==> config.mk <==
export PLATFORM = sky130hd
export DESIGN_NAME = dtcm_port_arbiter_flat
export DESIGN_NICKNAME = d
export VERILOG_FILES = /design/src/rtl/dtcm_port_arbiter_if.sv /design/src/rtl/dtcm_port_arbiter.sv /design/src/flat_wrapper.sv
export SDC_FILE = /design/constraint.sdc
export NUM_CORES = 1
export LEC_CHECK = 0
export BUFFER_PORTS_ARGS = -buffer_cell sky130_fd_sc_hd__buf_4
export CAP_MARGIN = 20
export CORE_AREA = 2 2 115 117
export CTS_CLUSTER_DIAMETER = 150
export CTS_CLUSTER_SIZE = 28
export DETAILED_ROUTE_END_ITERATION = 6
export DIE_AREA = 0 0 117 119
export PLACE_DENSITY = 0.53
export REMOVE_ABC_BUFFERS = 1
export SLEW_MARGIN = 20
export SYNTH_ARGS = -nofsm -noshare
export SYNTH_HDL_FRONTEND = slang
export SYNTH_SLANG_ARGS = --single-unit
==> constraint.sdc <==
create_clock -name ACLK -period 1.1 [get_ports ACLK]
set_input_delay 0.11 -clock ACLK [delete_from_list [all_inputs] [get_ports ACLK]]
set_output_delay 0.11 -clock ACLK [all_outputs]
set_load 0.005 [all_outputs]
==> src/rtl/dtcm_port_arbiter_if.sv <==
// Requester-side bundle for one DTCM access port (core or AXI path).
// The requester drives master; the arbiter consumes slave.
interface dtcm_port_arbiter_if #(
    parameter int ADDR_WIDTH = 32,
    parameter int DATA_WIDTH = 32
);
    logic                    req;
    logic                    rd0_wr1;
    logic [ADDR_WIDTH-1:0]   addr;
    logic [DATA_WIDTH/8-1:0] byte_strobe;
    logic [DATA_WIDTH-1:0]   write_data;
    logic                    gnt;
    logic                    ack;
    logic [DATA_WIDTH-1:0]   read_data;

    modport master (
        output req, rd0_wr1, addr, byte_strobe, write_data,
        input  gnt, ack, read_data
    );

    modport slave (
        input  req, rd0_wr1, addr, byte_strobe, write_data,
        output gnt, ack, read_data
    );
endinterface

==> src/rtl/dtcm_port_arbiter.sv <==
// Single-port DTCM SRAM arbiter: core has default priority, a starvation
// counter forces an AXI win after STARVE_LIMIT lost cycles.
module dtcm_port_arbiter #(
    parameter int ADDR_WIDTH   = 32,
    parameter int DATA_WIDTH   = 32,
    parameter int MEM_AW       = 12,
    parameter int STARVE_LIMIT = 4
) (
    input  logic                    ACLK,
    input  logic                    ARESETn,
    dtcm_port_arbiter_if.slave      core,
    dtcm_port_arbiter_if.slave      axi,
    output logic                    mem_cs,
    output logic                    mem_we,
    output logic [MEM_AW-1:0]       mem_addr,
    output logic [DATA_WIDTH/8-1:0] mem_be,
    output logic [DATA_WIDTH-1:0]   mem_wdata,
    input  logic [DATA_WIDTH-1:0]   mem_rdata
);
    localparam int SW = (STARVE_LIMIT < 1) ? 1 : $clog2(STARVE_LIMIT + 1);
    localparam logic [SW-1:0] LIMIT = SW'(STARVE_LIMIT);

    logic [SW-1:0] starve_cnt;
    logic          axi_win;
    logic          core_win;
    logic          rd_owner;
    logic          rd_is_read;
    logic          core_ack_q;
    logic          axi_ack_q;

    // Grants are gated by reset so nothing reaches the SRAM while held.
    always_comb begin
        axi_win  = ARESETn && axi.req &&
                   (!core.req || starve_cnt >= LIMIT);
        core_win = ARESETn && core.req && !axi_win;
    end

    assign axi.gnt  = axi_win;
    assign core.gnt = core_win;

    always_comb begin
        mem_cs    = 1'b0;
        mem_we    = 1'b0;
        mem_addr  = '0;
        mem_be    = '0;
        mem_wdata = '0;
        unique case (1'b1)
            axi_win: begin
                mem_cs    = 1'b1;
                mem_we    = axi.rd0_wr1;
                mem_addr  = axi.addr[MEM_AW+1:2];
                mem_be    = axi.rd0_wr1 ? axi.byte_strobe : '1;
                mem_wdata = axi.write_data;
            end
            core_win: begin
                mem_cs    = 1'b1;
                mem_we    = core.rd0_wr1;
                mem_addr  = core.addr[MEM_AW+1:2];
                mem_be    = core.rd0_wr1 ? core.byte_strobe : '1;
                mem_wdata = core.write_data;
            end
            default: ;
        endcase
    end

    always_ff @(posedge ACLK or negedge ARESETn) begin
        if (!ARESETn) begin
            starve_cnt <= '0;
        end else if (!axi.req || axi_win) begin
            starve_cnt <= '0;
        end else if (starve_cnt < LIMIT) begin
            starve_cnt <= starve_cnt + 1'b1;
        end
    end

    always_ff @(posedge ACLK or negedge ARESETn) begin
        if (!ARESETn) begin
            core_ack_q <= 1'b0;
            axi_ack_q  <= 1'b0;
            rd_owner   <= 1'b0;
            rd_is_read <= 1'b0;
        end else begin
            core_ack_q <= core_win;
            axi_ack_q  <= axi_win;
            rd_owner   <= axi_win;
            rd_is_read <= !mem_we;
        end
    end

    assign core.ack = core_ack_q;
    assign axi.ack  = axi_ack_q;

    assign core.read_data = (core_ack_q && rd_is_read) ? mem_rdata : '0;
    assign axi.read_data  = (axi_ack_q && rd_is_read) ? mem_rdata : '0;

    // Address bits outside the word index are decoded upstream.
    logic unused_bits;
    assign unused_bits = ^{core.addr, axi.addr, rd_owner};
endmodule

==> src/flat_wrapper.sv <==
// flat-port wrapper written by rule: the top's interface ports become plain ports
module dtcm_port_arbiter_flat 
#(
    parameter int ADDR_WIDTH   = 32,
    parameter int DATA_WIDTH   = 32,
    parameter int MEM_AW       = 12,
    parameter int STARVE_LIMIT = 4
)
  (ACLK, ARESETn, mem_cs, mem_we, mem_addr, mem_be, mem_wdata, mem_rdata, core_req, core_rd0_wr1, core_addr, core_byte_strobe, core_write_data, core_gnt, core_ack, core_read_data, axi_req, axi_rd0_wr1, axi_addr, axi_byte_strobe, axi_write_data, axi_gnt, axi_ack, axi_read_data);
  dtcm_port_arbiter_if #(.ADDR_WIDTH(ADDR_WIDTH), .DATA_WIDTH(DATA_WIDTH)) core_i ();
  dtcm_port_arbiter_if #(.ADDR_WIDTH(ADDR_WIDTH), .DATA_WIDTH(DATA_WIDTH)) axi_i ();
  input  logic ACLK;
  input  logic ARESETn;
  output logic mem_cs;
  output logic mem_we;
  output logic [MEM_AW-1:0] mem_addr;
  output logic [DATA_WIDTH/8-1:0] mem_be;
  output logic [DATA_WIDTH-1:0] mem_wdata;
  input  logic [DATA_WIDTH-1:0] mem_rdata;
  input wire logic [$bits(core_i.req)-1:0] core_req;
  input wire logic [$bits(core_i.rd0_wr1)-1:0] core_rd0_wr1;
  input wire logic [$bits(core_i.addr)-1:0] core_addr;
  input wire logic [$bits(core_i.byte_strobe)-1:0] core_byte_strobe;
  input wire logic [$bits(core_i.write_data)-1:0] core_write_data;
  output wire logic [$bits(core_i.gnt)-1:0] core_gnt;
  output wire logic [$bits(core_i.ack)-1:0] core_ack;
  output wire logic [$bits(core_i.read_data)-1:0] core_read_data;
  input wire logic [$bits(axi_i.req)-1:0] axi_req;
  input wire logic [$bits(axi_i.rd0_wr1)-1:0] axi_rd0_wr1;
  input wire logic [$bits(axi_i.addr)-1:0] axi_addr;
  input wire logic [$bits(axi_i.byte_strobe)-1:0] axi_byte_strobe;
  input wire logic [$bits(axi_i.write_data)-1:0] axi_write_data;
  output wire logic [$bits(axi_i.gnt)-1:0] axi_gnt;
  output wire logic [$bits(axi_i.ack)-1:0] axi_ack;
  output wire logic [$bits(axi_i.read_data)-1:0] axi_read_data;
  assign core_i.req = core_req;
  assign core_i.rd0_wr1 = core_rd0_wr1;
  assign core_i.addr = core_addr;
  assign core_i.byte_strobe = core_byte_strobe;
  assign core_i.write_data = core_write_data;
  assign core_gnt = core_i.gnt;
  assign core_ack = core_i.ack;
  assign core_read_data = core_i.read_data;
  assign axi_i.req = axi_req;
  assign axi_i.rd0_wr1 = axi_rd0_wr1;
  assign axi_i.addr = axi_addr;
  assign axi_i.byte_strobe = axi_byte_strobe;
  assign axi_i.write_data = axi_write_data;
  assign axi_gnt = axi_i.gnt;
  assign axi_ack = axi_i.ack;
  assign axi_read_data = axi_i.read_data;
  dtcm_port_arbiter #(.ADDR_WIDTH(ADDR_WIDTH), .DATA_WIDTH(DATA_WIDTH), .MEM_AW(MEM_AW), .STARVE_LIMIT(STARVE_LIMIT)) u_core (.ACLK(ACLK), .ARESETn(ARESETn), .core(core_i), .axi(axi_i), .mem_cs(mem_cs), .mem_we(mem_we), .mem_addr(mem_addr), .mem_be(mem_be), .mem_wdata(mem_wdata), .mem_rdata(mem_rdata));
endmodule
==> results by group <==
Setup path
  – Worst-path cell with the longest stage delay: dfrtp_2
  – CP cell instances: a21oi_4, buf_12, buf_12, a22o_1, buf_6
  – Arrival time worst endpoint: approximately 1500 ps
  – CP bufs+invs: 3
  – Critical Path Max Stage Delay: 430 ps
  – Crit path max-delay family: flip-flops
  – Crit path launch type: flip-flop
  – Critical Path RT: 990 ps
  – Crit end category: output pin
  – Critical-path maximum fanout: 7
  – CP Class: flip-flop to output pin
  – CP dominant cell by count: buf_12

Die
  – Starting Density: roughly a tenth
  – Core Footprint: ~13000 µm²
  – Die height: approximately 120 µm
  – Die area: around 14000 µm²
  – Die width: about 120 µm
  – # rows: 42
  – I/O Pins: 292

Placement
  – Area after DPL: around 3400 µm²
  – Placed cells: 580
  – DPL Wire Length: slightly above 8000 µm
  – GP Congestion: roughly 0.96
  – Port Buffers: ~250

Timing
  – Min Tclk post-route: about 1600 ps
  – Minimum hold slack: slightly below 6 ps
  – Final hold viol count: 0
  – Peak Freq: about 630 MHz
  – Slew Viols, Final: 0
  – RSZ-0062 raised after global routing: yes
  – Worst Skew: 0.398 ps
  – Least-Margin Pin Slew: roughly 170 ps
  – Setup-failing EPs final: 120
  – Crit share post-route: 143%
  – Fin worst setup slack: -477 ps
  – Worst relative slew slack: 88.0%

Synthesis
  – Synth area leader: a22o_1
  – Register area share after synthesis: between 10% and 20%
  – Post-synthesis register bit count: 6
  – Yosys warns: 0
  – Post-Syn Area per Cell: roughly 7.7 µm²
  – Number of flops mapped to enable cells by yosys: 0
  – Synth area leaders: a22o_1 34%, and3_1 31%, dfrtp_1 12%, buf_6 4.4%, nand2b_1 3.9%
  – Most used flip-flop cell after synthesis: dfrtp_1
  – Synth Instances: approximately 170
  – Asr flop ratio synth: 100%
  – Area share of the largest cell type after synthesis: between 30% and 40%
  – Most common cell in the synthesized netlist: and3_1
  – Distinct cells, synth: 19
  – Post-synth top cells: 64 x and3_1, 49 x a22o_1, 13 x clkbuf_1
  – Cell Area, Synth: 1280 µm²

Run status
  – Run status: complete, but fails checks
  – Failing checks: negative setup slack

Clocking
  – Clock Latency Late Sink: between 200 and 250 ps
  – Root Driver: clkbuf_16
  – # clock sinks: 6
  – Worst-path clk slew: 30 ps
  – CTS Buf Count: 3
  – CTS HTree Levels: 1
  – TritonCTS clock tree: done
  – Clock Tree Buf Depth: 2

Final layout
  – Fillers: roughly 1.2k
  – Antenna fix cells: 0
  – Fin cells: between 600 and 700
  – Fin nets: between 600 and 700
  – Final core occ: 37.2%
  – Syn-to-layout area delta: 276%
  – Ratio of cells with drive above 1 in the final layout: 85.5%
  – Post-layout instance area: around 4800 µm²

Power
  – Total Power: 2.61 mW
  – P per Cell Area: 544 nW/µm²
  – Peak supply drop: about 0.00036 V
  – Pleak: around 2.4 nW

Global route
  – Largest net degree at the start of global routing: 34
  – Aggregate global routing overflow: 0
  – Vias in the first global route: around 2.7k
  – Initial antenna violation count: 0
  – First-pass GRT wire length: about 16000 µm
  – GRT Overall Usage: 15.0%

Detailed routing
  – Vias per cell: 4.28
  – Routed length per placed instance: around 20 µm
  – Via count: ~2.6k
  – First-pass iteration count of the detailed router: 4
  – Drt initial violations: about 120
  – WL final: 12400 µm
  – Drt drc: 0
  – Detail Route Antenna Nets: 0

Min path
  – Hold Path Class: input pin to async pin

Job
  – Max_cap viols: 0
sequential cells by signal, indices dropped and copies added (netlist names):
signal,flops
u_core.starve_cnt,3
u_core.rd_is_read,1
u_core.axi.ack,1
u_core.core.ack,1
tightest hold or removal path: cells and delay by family:
kind	cells	cell delay, ps
buffers and inverters	3	440
final cells by class:
class | count | area (µm²) | share of cell area, %
Clock buffer | 3 | 75.1 | 1.57
Tap cell | 176 | 220 | 4.59
Timing Repair Buffer | 298 | 2970 | 62.0
Inverter | 1 | 3.75 | 0.0783
Sequential cell | 6 | 156 | 3.26
Multi-Input combinational cell | 134 | 1370 | 28.5
kinds of logic after synthesis:
kind of cell    Yosys count  share of synthesized area, %
xor+xnor                  1                         0.686
simple gates             78                          37.9
flops                     6                          11.8
mux                       1                         0.784
fa+ha+maj                 1                         0.980
compound gates           53                          36.8
buf+inv                  25                          11.1
through the flow:
step                      setup slack, ps  TNS, ps
after global placement               -246    -9190
after global routing                 -513   -42830
after detailed placement             -261   -10340
after CTS                            -478   -43360
after floorplan                      -851   -55370
final                                -477   -39110
routing by layer:
layer	track usage (%)	wire [µm]	part of all wire (%)
met5	0	0	0
met4	2.79	138	1.1
met3	2.54	1010	8.1
met2	29.7	6640	54
met1	16.3	4600	37
report_power, final:
part | switching (mW) | internal [mW]
sequential | 0.0189 | 0.242
combinational | 0.633 | 1.13
clock | 0.119 | 0.466
total | 0.771 | 1.84
final timing paths:
| kind | from | to | slack [ps] | cells past startpoint |
|---|---|---|---|---|
| worst min-delay path | ARESETn | u_core.starve_cnt[2]$_DFFE_PN0P_ | 6 | 3 |
| worst max-delay path | u_core.starve_cnt[2]$_DFFE_PN0P_ | mem_wdata[22] | -480 | 5 |
| max in group asynchronous | ARESETn | u_core.axi.ack$_DFF_PN0_ | 970 | 3 |
| min in group ACLK | core_rd0_wr1 | u_core.rd_is_read$_DFF_PN0_ | 130 | 2 |
| worst max register to register | u_core.starve_cnt[2]$_DFFE_PN0P_ | u_core.rd_is_read$_DFF_PN0_ | -140 | 5 |
| worst min register to register | u_core.starve_cnt[1]$_DFFE_PN0P_ | u_core.starve_cnt[1]$_DFFE_PN0P_ | 630 | 2 |
cell usage in the layout (no fill, tap or decap), drive strengths merged:
cell type,count
nand2b,8
inv,1
nand2,2
dfrtp,6
buf,293
dlymetal6s4s,1
o21a,1
mux2i,1
a21oi,2
xor2,1
and3,64
ha,1
a22o,49
a22oi,1
clkbuf,7
nor3b,3
nor2,1
what timing repair did:
item,in CTS,in global routing
setup buffers,15,14
resized for setup,163,42
pin swaps,49,24
hold buffers,1,0
gates cloned,13,6
setup endpoints to repair,116,122
endpoints found under the hold margin,6,0
Note: power is estimated with default switching activity, not from simulation.
